## src/rtl/spram_dma.sv

```systemverilog
// ============================================================================
// spram_dma
// ----------------------------------------------------------------------------
// Small DMA engine that moves bytes between two single-port RAMs sharing one
// clock. It runs in one of two modes, chosen when a transfer starts:
//   copy : reads src_base..src_base+N-1 from the source RAM and writes each
//          byte to dst_base..dst_base+N-1 in the destination RAM, one byte
//          per cycle. The read latency of one cycle adds a final LAST cycle.
//   fill : writes a constant byte to dst_base..dst_base+N-1, one per cycle.
// Addresses wrap modulo 2^ADDR_WIDTH. A transfer can be cut short by abort
// (no done pulse) or by reset.
//
// Ports
//   clock_a      in   single clock, rising edge
//   reset_a      in   synchronous reset, active high
//   start        in   begin a transfer (sampled only in IDLE)
//   fill         in   1 = fill mode, 0 = copy mode (sampled with start)
//   fill_data    in   constant for fill mode (sampled with start)
//   src_base     in   first source address (sampled with start)
//   dst_base     in   first destination address (sampled with start)
//   length       in   byte count N, 0..2^ADDR_WIDTH (sampled with start)
//   abort        in   stop the active transfer
//   busy         out  high while a transfer is active
//   done         out  one-cycle pulse on normal completion
//   src_address  out  source RAM address
//   src_enable   out  source RAM enable
//   src_wren     out  source RAM write enable, always 0
//   src_q        in   source RAM read data, one cycle after an enabled read
//   dst_address  out  destination RAM address
//   dst_data     out  destination RAM write data
//   dst_enable   out  destination RAM enable
//   dst_wren     out  destination RAM write enable
// ============================================================================
module spram_dma #(
    parameter int ADDR_WIDTH = 10,
    parameter int DATA_WIDTH = 8
) (
    input  logic                  clock_a,
    input  logic                  reset_a,
    input  logic                  start,
    input  logic                  fill,
    input  logic [DATA_WIDTH-1:0] fill_data,
    input  logic [ADDR_WIDTH-1:0] src_base,
    input  logic [ADDR_WIDTH-1:0] dst_base,
    input  logic [ADDR_WIDTH:0]   length,
    input  logic                  abort,
    output logic                  busy,
    output logic                  done,
    output logic [ADDR_WIDTH-1:0] src_address,
    output logic                  src_enable,
    output logic                  src_wren,
    input  logic [DATA_WIDTH-1:0] src_q,
    output logic [ADDR_WIDTH-1:0] dst_address,
    output logic [DATA_WIDTH-1:0] dst_data,
    output logic                  dst_enable,
    output logic                  dst_wren
);

    typedef enum logic [1:0] {
        IDLE = 2'd0,
        RUN  = 2'd1,
        LAST = 2'd2,
        DONE = 2'd3
    } state_t;

    state_t                  state_q;
    logic                    fillMode_q;
    logic [DATA_WIDTH-1:0]   fillData_q;
    logic [ADDR_WIDTH:0]     remain_q;
    logic                    busy_q;
    logic                    done_q;
    logic [ADDR_WIDTH-1:0]   srcAddr_q;
    logic                    srcEn_q;
    logic [ADDR_WIDTH-1:0]   dstAddr_q;
    logic                    dstWrite_q;

    logic [ADDR_WIDTH-1:0]   srcAddr_d;
    logic [ADDR_WIDTH-1:0]   dstAddr_d;
    logic [ADDR_WIDTH:0]     remain_d;
    logic                    lastBeat_d;

    // Next-address and countdown arithmetic shared by both modes.
    // The destination pointer only advances once a write has actually been
    // issued: in copy mode the first RUN cycle is a pure read, so dst_base
    // must still be on the bus when the first write goes out a cycle later.
    // Address adders are ADDR_WIDTH wide, so wrapping past all-ones to zero
    // happens for free.
    always_comb begin
        srcAddr_d  = srcAddr_q + 1'b1;
        dstAddr_d  = dstWrite_q ? (dstAddr_q + 1'b1) : dstAddr_q;
        remain_d   = remain_q - 1'b1;
        lastBeat_d = (remain_q == (ADDR_WIDTH+1)'(1));
    end

    // Main controller. All outputs are registered here alongside the state.
    // remain_q counts RUN cycles still to issue; it is one bit wider than an
    // address so a full 2^ADDR_WIDTH transfer can be expressed.
    // Abort is honoured only in RUN and LAST, which also makes start win
    // over abort in IDLE.
    always_ff @(posedge clock_a) begin
        if (reset_a) begin
            state_q    <= IDLE;
            fillMode_q <= 1'b0;
            fillData_q <= '0;
            remain_q   <= '0;
            busy_q     <= 1'b0;
            done_q     <= 1'b0;
            srcAddr_q  <= '0;
            srcEn_q    <= 1'b0;
            dstAddr_q  <= '0;
            dstWrite_q <= 1'b0;
        end else begin
            done_q <= 1'b0;
            case (state_q)
                IDLE: begin
                    if (start) begin
                        if (length == '0) begin
                            state_q <= DONE;
                            done_q  <= 1'b1;
                        end else begin
                            state_q    <= RUN;
                            busy_q     <= 1'b1;
                            fillMode_q <= fill;
                            fillData_q <= fill_data;
                            remain_q   <= length;
                            srcAddr_q  <= src_base;
                            dstAddr_q  <= dst_base;
                            srcEn_q    <= ~fill;
                            dstWrite_q <= fill;
                        end
                    end
                end

                RUN: begin
                    if (abort) begin
                        state_q    <= IDLE;
                        busy_q     <= 1'b0;
                        srcEn_q    <= 1'b0;
                        dstWrite_q <= 1'b0;
                    end else if (fillMode_q) begin
                        remain_q <= remain_d;
                        if (lastBeat_d) begin
                            state_q    <= DONE;
                            busy_q     <= 1'b0;
                            done_q     <= 1'b1;
                            dstWrite_q <= 1'b0;
                        end else begin
                            dstAddr_q <= dstAddr_d;
                        end
                    end else begin
                        // Copy: the write for the read issued this cycle
                        // happens next cycle, so a write is always pending.
                        remain_q   <= remain_d;
                        dstWrite_q <= 1'b1;
                        dstAddr_q  <= dstAddr_d;
                        if (lastBeat_d) begin
                            state_q <= LAST;
                            srcEn_q <= 1'b0;
                        end else begin
                            srcAddr_q <= srcAddr_d;
                        end
                    end
                end

                LAST: begin
                    // The final copy write is on the bus during this cycle
                    // and lands at this edge whether or not abort is high.
                    state_q    <= abort ? IDLE : DONE;
                    done_q     <= ~abort;
                    busy_q     <= 1'b0;
                    dstWrite_q <= 1'b0;
                end

                DONE: begin
                    state_q <= IDLE;
                end

                default: begin
                    state_q    <= IDLE;
                    busy_q     <= 1'b0;
                    srcEn_q    <= 1'b0;
                    dstWrite_q <= 1'b0;
                end
            endcase
        end
    end

    // Copy data is forwarded straight from the source RAM output so each
    // byte is written in the cycle its read data becomes valid. Outside a
    // copy write the latched fill byte is presented, which is zero after
    // reset.
    always_comb begin
        dst_data = (dstWrite_q && !fillMode_q) ? src_q : fillData_q;
    end

    assign busy        = busy_q;
    assign done        = done_q;
    assign src_address = srcAddr_q;
    assign src_enable  = srcEn_q;
    assign src_wren    = 1'b0;
    assign dst_address = dstAddr_q;
    assign dst_enable  = dstWrite_q;
    assign dst_wren    = dstWrite_q;

endmodule

```

## config.mk

```make
export PLATFORM = sky130hd
export DESIGN_NAME = spram_dma
export DESIGN_NICKNAME = d
export VERILOG_FILES = /design/src/rtl/spram_dma.sv
export SDC_FILE = /design/constraint.sdc
export NUM_CORES = 1
export LEC_CHECK = 0
export BUFFER_PORTS_ARGS = -buffer_cell sky130_fd_sc_hd__buf_2
export CAP_MARGIN = 15
export CELL_PAD_IN_SITES_DETAIL_PLACEMENT = 1
export CELL_PAD_IN_SITES_GLOBAL_PLACEMENT = 1
export CORE_MARGIN = 1
export CORE_UTILIZATION = 35
export CTS_BUF_LIST = sky130_fd_sc_hd__clkbuf_2 sky130_fd_sc_hd__clkbuf_4 sky130_fd_sc_hd__clkbuf_8
export CTS_CLUSTER_DIAMETER = 50
export DETAILED_ROUTE_END_ITERATION = 8
export PLACE_DENSITY = 0.89
export SLEW_MARGIN = 20
export SYNTH_ARGS = -nofsm -noshare
export SYNTH_HDL_FRONTEND = slang
export SYNTH_SLANG_ARGS = --single-unit
export TNS_END_PERCENT = 20
```

## constraint.sdc

```tcl
create_clock -name clock_a -period 1.86 [get_ports clock_a]
set_input_delay 0.186 -clock clock_a [delete_from_list [all_inputs] [get_ports clock_a]]
set_output_delay 0.186 -clock clock_a [all_outputs]
set_load 0.005 [all_outputs]
```

==> metrics.md <==
| Metric | Value |
|---|---|
| Total routed wire length on the met1 layer | 4.03 mm |
| RePlAce Congestion | roughly 0.84 |
| Static power due to leakage | 1.68 nW |
| Start point of the critical path | state_q[0] |
| Clock insertion delay at the later pin of the skew report | approximately 310 ps |
| Area of the multi-input gates | about 1900 µm² |
| Number of antenna violations at the first check in global routing | 0 |
| Root cell of the clock tree | clkbuf_8 |
| Number of DRC markers after the initial detailed-route iteration | between 100 and 150 |
| Number of enable-type register cells in the synthesized netlist | 0 |
| Die span in x | between 90 and 100 µm |
| Met2 wire length | a little over 5 mm |
| Launching element type of the critical path | register |
| Highest clock frequency the design can meet | roughly 530 MHz |
| Clock-pin slew on the worst setup and hold paths | 90 ps |
| Fraction of synthesis flops using an asynchronous set or reset pin | 0% |
| Most common cell after layout, fill and taps aside | buf_2 |
| Synthesis-stage register bit count | 46 |
| R2r startpoint | state_q[0] |
| Vert. Die Dim | 92.3 µm |
| Final instance count without filler cells | 566 |
| Final clock period utilization by the worst path | 102% |
| Portion of synthesized cell area occupied by the leading cell type | 32.3% |
| Site row count | 32 |
| Total negative slack | -116 ps |
| Final Max Tran Viols | 0 |
| Post-synthesis net count | 412 |
| Core area | slightly below 8000 µm² |
| Endpoint arrival time on the critical path | 2090 ps |
| Overall routing resource usage | a little over a fifth |
| Number of cells on the worst hold path | 3 |
| Most used cells in the layout excluding fill and tap cells | buf_2 (84), dfxtp_1 (42), a21oi_1 (37) |
| Wire length of the first global-routing pass | around 15 mm |
| Remaining antenna violation count after routing | 0 |
| Mapped Avg Cell Area | around 8 µm² |
| Clock tree from TritonCTS | done |
| Hold buffer count at CTS | 0 |
| Crit path time final | roughly 1900 ps |
| Global route total overflow | 0 |
| Violated checks | negative setup slack |
| Minimum setup slack in the final design | -29.3 ps |
| Type of the most critical hold path | primary input to register |
| Post-detailed-route DRC marker count | 0 |
| Net count of the finished layout | between 500 and 600 |
| Number of CTS-inserted buffers | 5 |
| Syn Std Cell Area | 2860 µm² |
| Maximum number of pins on one net before global-route repair | 32 |
| Average wire per cell in the routed design | between 15 and 20 µm |
| Power density cells | 1840 nW/µm² |
| Sequential share of the synthesized area | approximately a third |
| Cell type with the largest total area after synthesis | dfxtp_1 |
| Count of boundary I/O pins | 86 |
| H-Tree Depth | 2 |
| Area growth syn-to-layout | 35.8% |
| Share of post-route cells with drive strength above 1 | just under 40% |
| Maximum fanout encountered on the critical timing path | 9 |
| Count of filler cells inserted in the layout | between 900 and 1000 |
| Depth of the most critical reg-to-reg path | 8 |
| Number of instances in the synthesized netlist | between 300 and 400 |
| Data required, critical path | 2070 ps |
| Sequential cell area | 926 µm² |
| Hold slack final | about 120 ps |
| Via count of the first global-routing pass | ~3200 |
| Initial Util | a little over a third |
| Reg-to-reg endpoint | dst_address[6] |
| Worst setup path end | dst_address[6] |
| Buffer depth of the longest clock path | 2 |
| Final Setup Violations | 5 |
| Count of yosys warnings during synthesis | 0 |
| Wire length on met3 | about 360 µm |
| Diode count | 0 |
| Cell variety after synth | approximately 60 |
| Ys flop type | dfxtp_1 |
| Reg-to-reg slack, setup | -30 ps |
| Number of vias per cell | approximately 5.6 |
| Number of hold-slack violations in the final timing report | 0 |
| Total number of clock tree sinks | 46 |
| Cell total after placement | 555 |
| Routed vias | between 3000 and 4000 |
| Worst IR Drop VDD | about 550 µV |
| Count of buffers inserted at the top-level ports | 84 |
| Critical path start-end classification | register to register |
| Worst clock skew | between 7 and 8 ps |
| Die outline area | roughly 8500 µm² |
| Maximum capacitance violations | 0 |
| Element type at the critical path end | register |
| Top Layer Used | met4 |
| Status | finished, violations left |
| Top area cells in the synthesized netlist | dfxtp_1 (32%), a21oi_1 (6.5%), mux2i_1 (4.6%) |
| Drt pass-1 iters | 4 |
| Final cell utilization of the core | around half |
| Total Wirelength | approximately 9.6 mm |
| Half-perimeter wire length of the detailed placement result | 6.74 mm |
| Unrepaired setup endpoints after global routing | true |
[flip-flops by register name (all words and copies together), names as in the netlist]
register     count
busy             1
done             1
dst_address     10
dst_enable       1
fillData_q       8
fillMode_q       1
remain_q        11
src_address     10
src_enable       1
state_q          2
[what timing repair did]
action                     CTS  global route
resized for setup           14            22
buffers inserted             0             3
setup endpoints to repair   45            34
pin swaps                    4             6
[cell type report]
cell class	instances	share of cell area, %
Inverter	8	0.774
Sequential cell	46	23.9
Timing Repair Buffer	125	19.8
Tap cell	102	3.29
Multi-Input combinational cell	277	49.3
Clock buffer	6	1.97
Clock inverter	2	0.968
[worst max-delay path: stages, from the launching register on]
cell       delay [ps]
dfxtp_2           340
inv_1              80
ha_2              210
nor2_1            100
a211oi_4          250
buf_6             170
and3_4            260
nor2_1             60
a2111oi_2         310
[cell usage after synthesis, types with 7 or more instances]
| master | number |
|---|---|
| a21oi_1 | 37 |
| and3_1 | 7 |
| clkbuf_1 | 11 |
| dfxtp_1 | 46 |
| ha_1 | 8 |
| inv_1 | 8 |
| mux2_2 | 8 |
| mux2i_1 | 13 |
| nand2_1 | 32 |
| nand3_1 | 10 |
| nor2_1 | 34 |
| nor2b_1 | 14 |
| nor3_1 | 10 |
| o21ai_0 | 24 |
[report_power, final]
| part | total, mW | switching (mW) | internal (mW) |
|---|---|---|---|
| Combinational | 4.53 | 2.43 | 2.10 |
| Clock | 0.777 | 0.361 | 0.416 |
| Sequential | 1.82 | 0.447 | 1.37 |
[layer usage]
layer | up-vias | global-route usage [%]
met5 | - | 0
met4 | 0 | 7.29
met1 | 1542 | 25.3
met2 | 93 | 40.8
met3 | 17 | 3.04
li1 | 1512 | -
[cell families (layout without fill, tap and decap cells)]
logic type,Yosys count,count (layout),share of synthesized area [%]
other cells,1,1,0.131
mux,22,22,8.11
simple gates,136,136,24.5
compound gates,110,110,26.5
fa+ha+maj,8,8,3.51
buf+inv,29,141,5.00
flops,46,46,32.3
[worst min path at each step]
stage | start | endpoint
finish | fill_data[0] | fillData_q[0]
global route | fill_data[5] | fillData_q[5]
CTS | fill_data[5] | fillData_q[5]
detailed placement | fill_data[5] | fillData_q[5]
global placement | fill_data[5] | fillData_q[5]
floorplan | fill_data[0] | fillData_q[0]
[metrics by stage]
| stage | cell area (µm²) | setup WS [ps] | power, mW |
|---|---|---|---|
| floorplan | 2860 | -18.9 | 4.24 |
| global placement | 3600 | -75.8 | 5.57 |
| detailed placement | 3600 | -273 | 5.79 |
| CTS | 3770 | -105 | 6.77 |
| global route | 3880 | -123 | 7.63 |
| finish | 3880 | -29.3 | 7.13 |
Note: power is estimated with default switching activity, not from simulation.
